File: config.mk
export PLATFORM = sky130hd
export DESIGN_NAME = scr_arbiter
export DESIGN_NICKNAME = d
export VERILOG_FILES = /design/src/rtl/scr_arbiter.sv
export SDC_FILE = /design/constraint.sdc
export NUM_CORES = 1
export LEC_CHECK = 0
export ABC_CLOCK_PERIOD_IN_PS = 2680
export CORE_AREA = 5 5 68 70
export DETAILED_ROUTE_END_ITERATION = 10
export DIE_AREA = 0 0 73 75
export GPL_TIMING_DRIVEN = 0
export PLACE_DENSITY = 0.87
export SLEW_MARGIN = 20
export SYNTH_ARGS = -nofsm -noshare
export SYNTH_HDL_FRONTEND = slang
export SYNTH_SLANG_ARGS = --single-unit
File: constraint.sdc
create_clock -name clk -period 2.68 [get_ports clk]
set_input_delay 0.67 -clock clk [delete_from_list [all_inputs] [get_ports clk]]
set_output_delay 0.67 -clock clk [all_outputs]
set_load 0.05 [all_outputs]
File: src/rtl/scr_arbiter.sv
// scr_arbiter: shares the single-port scratch RAM between ports A and B, with a built-in clear sweep.
// Define SCR_ARB_RR_EN for round-robin contention instead of fixed A priority with starvation forcing.
module scr_arbiter #(
  parameter int ADDR_W = 8,
  parameter int DATA_W = 10,
  parameter int MAX_WAIT = 4,
  parameter logic [DATA_W-1:0] CLR_VALUE = '0
) (
  input  logic              clk,
  input  logic              rst,
  input  logic              a_req,
  input  logic              a_we,
  input  logic [ADDR_W-1:0] a_addr,
  input  logic [DATA_W-1:0] a_wdata,
  output logic              a_gnt,
  output logic [DATA_W-1:0] a_rdata,
  input  logic              b_req,
  input  logic              b_we,
  input  logic [ADDR_W-1:0] b_addr,
  input  logic [DATA_W-1:0] b_wdata,
  output logic              b_gnt,
  output logic [DATA_W-1:0] b_rdata,
  input  logic              clr_start,
  output logic              clr_busy,
  output logic              clr_done,
  output logic [ADDR_W-1:0] scr_addr,
  output logic              scr_wr,
  output logic [DATA_W-1:0] scr_din,
  input  logic [DATA_W-1:0] scr_dout
);

  // state | meaning
  // ARB   | arbitrate A/B requests, accept clr_start
  // CLEAR | write CLR_VALUE at clr_cnt every cycle, both ports stalled
  typedef enum logic {ST_ARB = 1'b0, ST_CLEAR = 1'b1} state_t;

  state_t            state, state_nxt;
  logic [ADDR_W-1:0] clr_cnt, clr_cnt_nxt;
  logic              done_nxt;
  logic              b_first;

`ifdef SCR_ARB_RR_EN
  logic last_b;

  assign b_first = ~last_b;

  always_ff @(posedge clk) begin
    if (rst) begin
      last_b <= 1'b1;
    end else if (a_gnt || b_gnt) begin
      last_b <= b_gnt;
    end
  end
`else
  localparam int WAIT_W = 4;
  logic [WAIT_W-1:0] wait_cnt;

  assign b_first = (wait_cnt == WAIT_W'(MAX_WAIT));

  // Counter only moves in ARB; a sweep freezes B's accumulated starvation.
  always_ff @(posedge clk) begin
    if (rst) begin
      wait_cnt <= '0;
    end else if (state == ST_ARB) begin
      if (b_req && !b_gnt) begin
        if (wait_cnt != WAIT_W'(MAX_WAIT)) wait_cnt <= wait_cnt + 1'b1;
      end else begin
        wait_cnt <= '0;
      end
    end
  end
`endif

  always_comb begin
    state_nxt   = state;
    clr_cnt_nxt = clr_cnt;
    done_nxt    = 1'b0;
    a_gnt       = 1'b0;
    b_gnt       = 1'b0;
    scr_wr      = 1'b0;
    scr_addr    = a_addr;
    scr_din     = a_wdata;
    case (state)
      ST_ARB: begin
        if (clr_start) begin
          state_nxt   = ST_CLEAR;
          clr_cnt_nxt = '0;
        end else if (a_req && b_req) begin
          if (b_first) b_gnt = 1'b1;
          else         a_gnt = 1'b1;
        end else begin
          a_gnt = a_req;
          b_gnt = b_req;
        end
        if (b_gnt) begin
          scr_addr = b_addr;
          scr_wr   = b_we;
          scr_din  = b_wdata;
        end else if (a_gnt) begin
          scr_wr   = a_we;
        end
      end
      ST_CLEAR: begin
        scr_wr      = 1'b1;
        scr_addr    = clr_cnt;
        scr_din     = CLR_VALUE;
        clr_cnt_nxt = clr_cnt + 1'b1;
        if (clr_cnt == {ADDR_W{1'b1}}) begin
          state_nxt = ST_ARB;
          done_nxt  = 1'b1;
        end
      end
      default: state_nxt = ST_ARB;
    endcase
    // Reset masks every side effect, including a half-finished sweep.
    if (rst) begin
      a_gnt  = 1'b0;
      b_gnt  = 1'b0;
      scr_wr = 1'b0;
    end
  end

  always_ff @(posedge clk) begin
    if (rst) begin
      state    <= ST_ARB;
      clr_cnt  <= '0;
      clr_done <= 1'b0;
    end else begin
      state    <= state_nxt;
      clr_cnt  <= clr_cnt_nxt;
      clr_done <= done_nxt;
    end
  end

  assign clr_busy = (state == ST_CLEAR);
  assign a_rdata  = scr_dout;
  assign b_rdata  = scr_dout;

endmodule
==> results.rst <==
.. list-table::
   :header-rows: 1

   * - Metric
     - Value
   * - Initial core utilization
     - 0.381
   * - Status
     - completed
   * - Netlist cell types
     - 40
   * - Max-cap check violation count
     - 0
   * - Worst skew pair latency
     - 0.25 ns
   * - Leading cell type in the layout, fill and taps excluded
     - sky130_fd_sc_hd__clkdlybuf4s50_1
   * - WP data required
     - 2.01 ns
   * - Die height
     - 75 um
   * - Startpoint of the lowest-slack hold path
     - clr_cnt[7]
   * - Hold Violations, Final
     - 0
   * - Count of mapped cells out of synthesis
     - 196
   * - Antenna diode instance count
     - 0
   * - Post-Place Cell Area
     - 2460 sq um
   * - Proportion of layout cells with a drive suffix above 1
     - 0.310
   * - Total power divided by cell area
     - 357 nW/um^2
   * - Vias per std cell
     - 5.23
   * - Hpwl dp
     - 3820 um
   * - Post-Route Utilization
     - 0.639
   * - Measured slew at the worst slew-check pin
     - 0.503 ns
   * - Number of optimization iterations in the first detailed-route pass
     - 4
   * - Number of DRC markers in iteration 0
     - 59
   * - Count of final setup violators
     - 0
   * - Input/output buffers
     - 84
   * - Number of antenna violations at the first check in global routing
     - 0
   * - Ys async rst share
     - 0
   * - Clock tree buffer depth
     - 2
   * - Fin nets
     - 341
   * - Smallest hold slack
     - 0.510 ns
   * - Clock-pin slew on the worst setup and hold paths
     - 0.06 ns
   * - Arr. time, crit path
     - 1.96 ns
   * - Count of flip-flops with a built-in enable after synthesis
     - 0
   * - Highest fanout seen on the critical path
     - 10
   * - Share of the yosys chip area belonging to registers
     - 0.188
   * - DRC violation count after routing
     - 0
   * - Sequential Area
     - 283 sq um
   * - Post-CTS Hold Buffers
     - 0
   * - Worst slew margin relative to its limit
     - 0.663
   * - Number of primary I/O pins
     - 96
   * - Total wire length
     - 4940 um
   * - Most used cells in the layout excluding fill and tap cells
     - 60 x sky130_fd_sc_hd__clkdlybuf4s50_1, 34 x sky130_fd_sc_hd__buf_4, 33 x sky130_fd_sc_hd__nand2_1
   * - Syn Nets
     - 252
   * - Shortest period the worst path allows
     - 2.63 ns
   * - Cts bufs inserted
     - 3
   * - Gp weighted congestion
     - 0.911
   * - Placed Instances
     - 330
   * - Filler-free cell count of the finished design
     - 334
   * - Overflow after GRT
     - 0
   * - Peak VDD IR
     - 0.000151 V
   * - Post-synth design cell area
     - 1490 sq um
   * - CTS sink cnt
     - 14
   * - Static power due to leakage
     - 1.00 nW
   * - Number of inserted filler cells in the final layout
     - 351
   * - Post-route worst setup slack
     - 0.0522 ns
   * - Worst min-delay path class
     - reg -> reg
   * - CORE AREA
     - 3910 sq um
   * - Seq cells post-synth
     - 14
   * - Vias in the first global route
     - 1,712
   * - Crit end category
     - output pin
   * - Die X
     - 73 um
   * - GRT Resource Usage Total
     - 0.175
   * - Layout Skew
     - 0.00453 ns
   * - Startpoint of the most critical register-to-register path
     - wait_cnt[0]
   * - CTS tree
     - done
   * - Pre-CTS setup slack
     - -0.920 ns
   * - Count of final max-slew check failures
     - 0
   * - Category of the worst setup path launch point
     - input pin
   * - Final design instance area without fill
     - 2500 sq um
   * - Number of warnings printed during yosys synthesis
     - 0
   * - Crit share post-route
     - 0.981
   * - Final total negative setup slack
     - 0 ns
   * - Clock tree root driver cell
     - sky130_fd_sc_hd__clkbuf_8
   * - Area growth from synthesis to final layout
     - 67.5%
   * - Overall via count from detail_route
     - 1,748
   * - Timing-limited maximum frequency
     - 381 MHz
   * - Full die area
     - 5480 sq um
   * - Global-route wire length before repair
     - 7730 um
   * - Syn_area_per_cell
     - 7.62 sq um
   * - Power Total
     - 0.893 mW
   * - Category of the critical setup timing path
     - in -> out
   * - Deepest level of the CTS H-tree
     - 1
   * - Critical path launch point
     - b_req
   * - Wirelength per Cell
     - 14.8 um
   * - Number of nets with antenna violations after routing
     - 0
   * - Multi-input gate area
     - 1000 sq um
   * - Largest net degree at the start of global routing
     - 12
   * - Post-synth top flop
     - sky130_fd_sc_hd__dfxtp_1
   * - Number of rows created at floorplan
     - 23
## synth_stat cells (all sizes together) (2+ instances only)
cell type,n,area [sq um]
o211ai,11,118
or3,4,25.0
a2bb2oi,7,67.6
a21oi,11,66.3
o311ai,2,25.0
nand4,6,37.5
inv,8,30.0
nor2b,3,18.8
nand2,33,124
buf,32,250
a211oi,2,15.0
nor3b,4,30.0
nand2b,2,12.5
dfxtp,14,280
ha,3,37.5
nand3,6,30.0
mux2i,10,100
a31oi,11,68.8
clkbuf,3,11.3
nor2,10,37.5
o2111ai,2,17.5
nor3,3,15.0
## power by group
group	switching (mW)	internal, mW
clock network	0.0811	0.130
registers	0.00614	0.213
logic	0.277	0.186
## repair_timing
action                                 CTS  global route
endpoints found under the hold margin    0             0
setup endpoints to repair               21            14
setup buffers                            0             1
gates resized for setup                126            11
pin swaps                                0             1
## sequential cells by signal, indices dropped and copies added (netlist names)
signal / flops
wait_cnt: 4
clr_busy: 1
clr_cnt: 8
clr_done: 1
## routing by layer
metal | global-route usage | up-vias | wire length, um
li1 | - | 867 | -
met1 | 0.213 | 806 | 2030
met2 | 0.314 | 70 | 2490
met3 | 0.0347 | 5 | 376
met4 | 0.0492 | 0 | 39
met5 | 0 | - | 0
## path summary, 6_finish.rpt
path	to	slack (ns)	cells past startpoint
min reg2reg	clr_done	0.51	2
max reg2reg	wait_cnt[2]	1.20	6
min	clr_done	0.51	2
max	scr_din[2]	0.05	7
## cell families (layout without fill, tap and decap cells)
logic type | after synthesis | count (layout) | synth area share
muxes | 10 | 10 | 0.0671
xor gates and xnor gates | 1 | 1 | 0.00587
AOI/OAI and AO/OA | 48 | 48 | 0.263
adders and majority gates | 3 | 3 | 0.0251
buffers and inverters | 43 | 131 | 0.195
and+or+nand+nor | 77 | 77 | 0.256
DFF | 14 | 14 | 0.188
## layout make-up
cell class,instances,share of cell area
clock buffers,4,0.0220
plain buffers,34,0.106
well taps,50,0.0250
inverters,8,0.0120
repair buffers,85,0.320
flip-flops and latches,14,0.113
multi-input cells,139,0.401
## worst max-delay path, stage by stage
cell and delay (ns):
sky130_fd_sc_hd__clkdlybuf4s15_2 0.23, sky130_fd_sc_hd__nand2b_1 0.07, sky130_fd_sc_hd__buf_4 0.17, sky130_fd_sc_hd__a21oi_4 0.18, sky130_fd_sc_hd__buf_8 0.18, sky130_fd_sc_hd__mux2i_2 0.26, sky130_fd_sc_hd__buf_6 0.19
(Power assumes the default switching activity.)
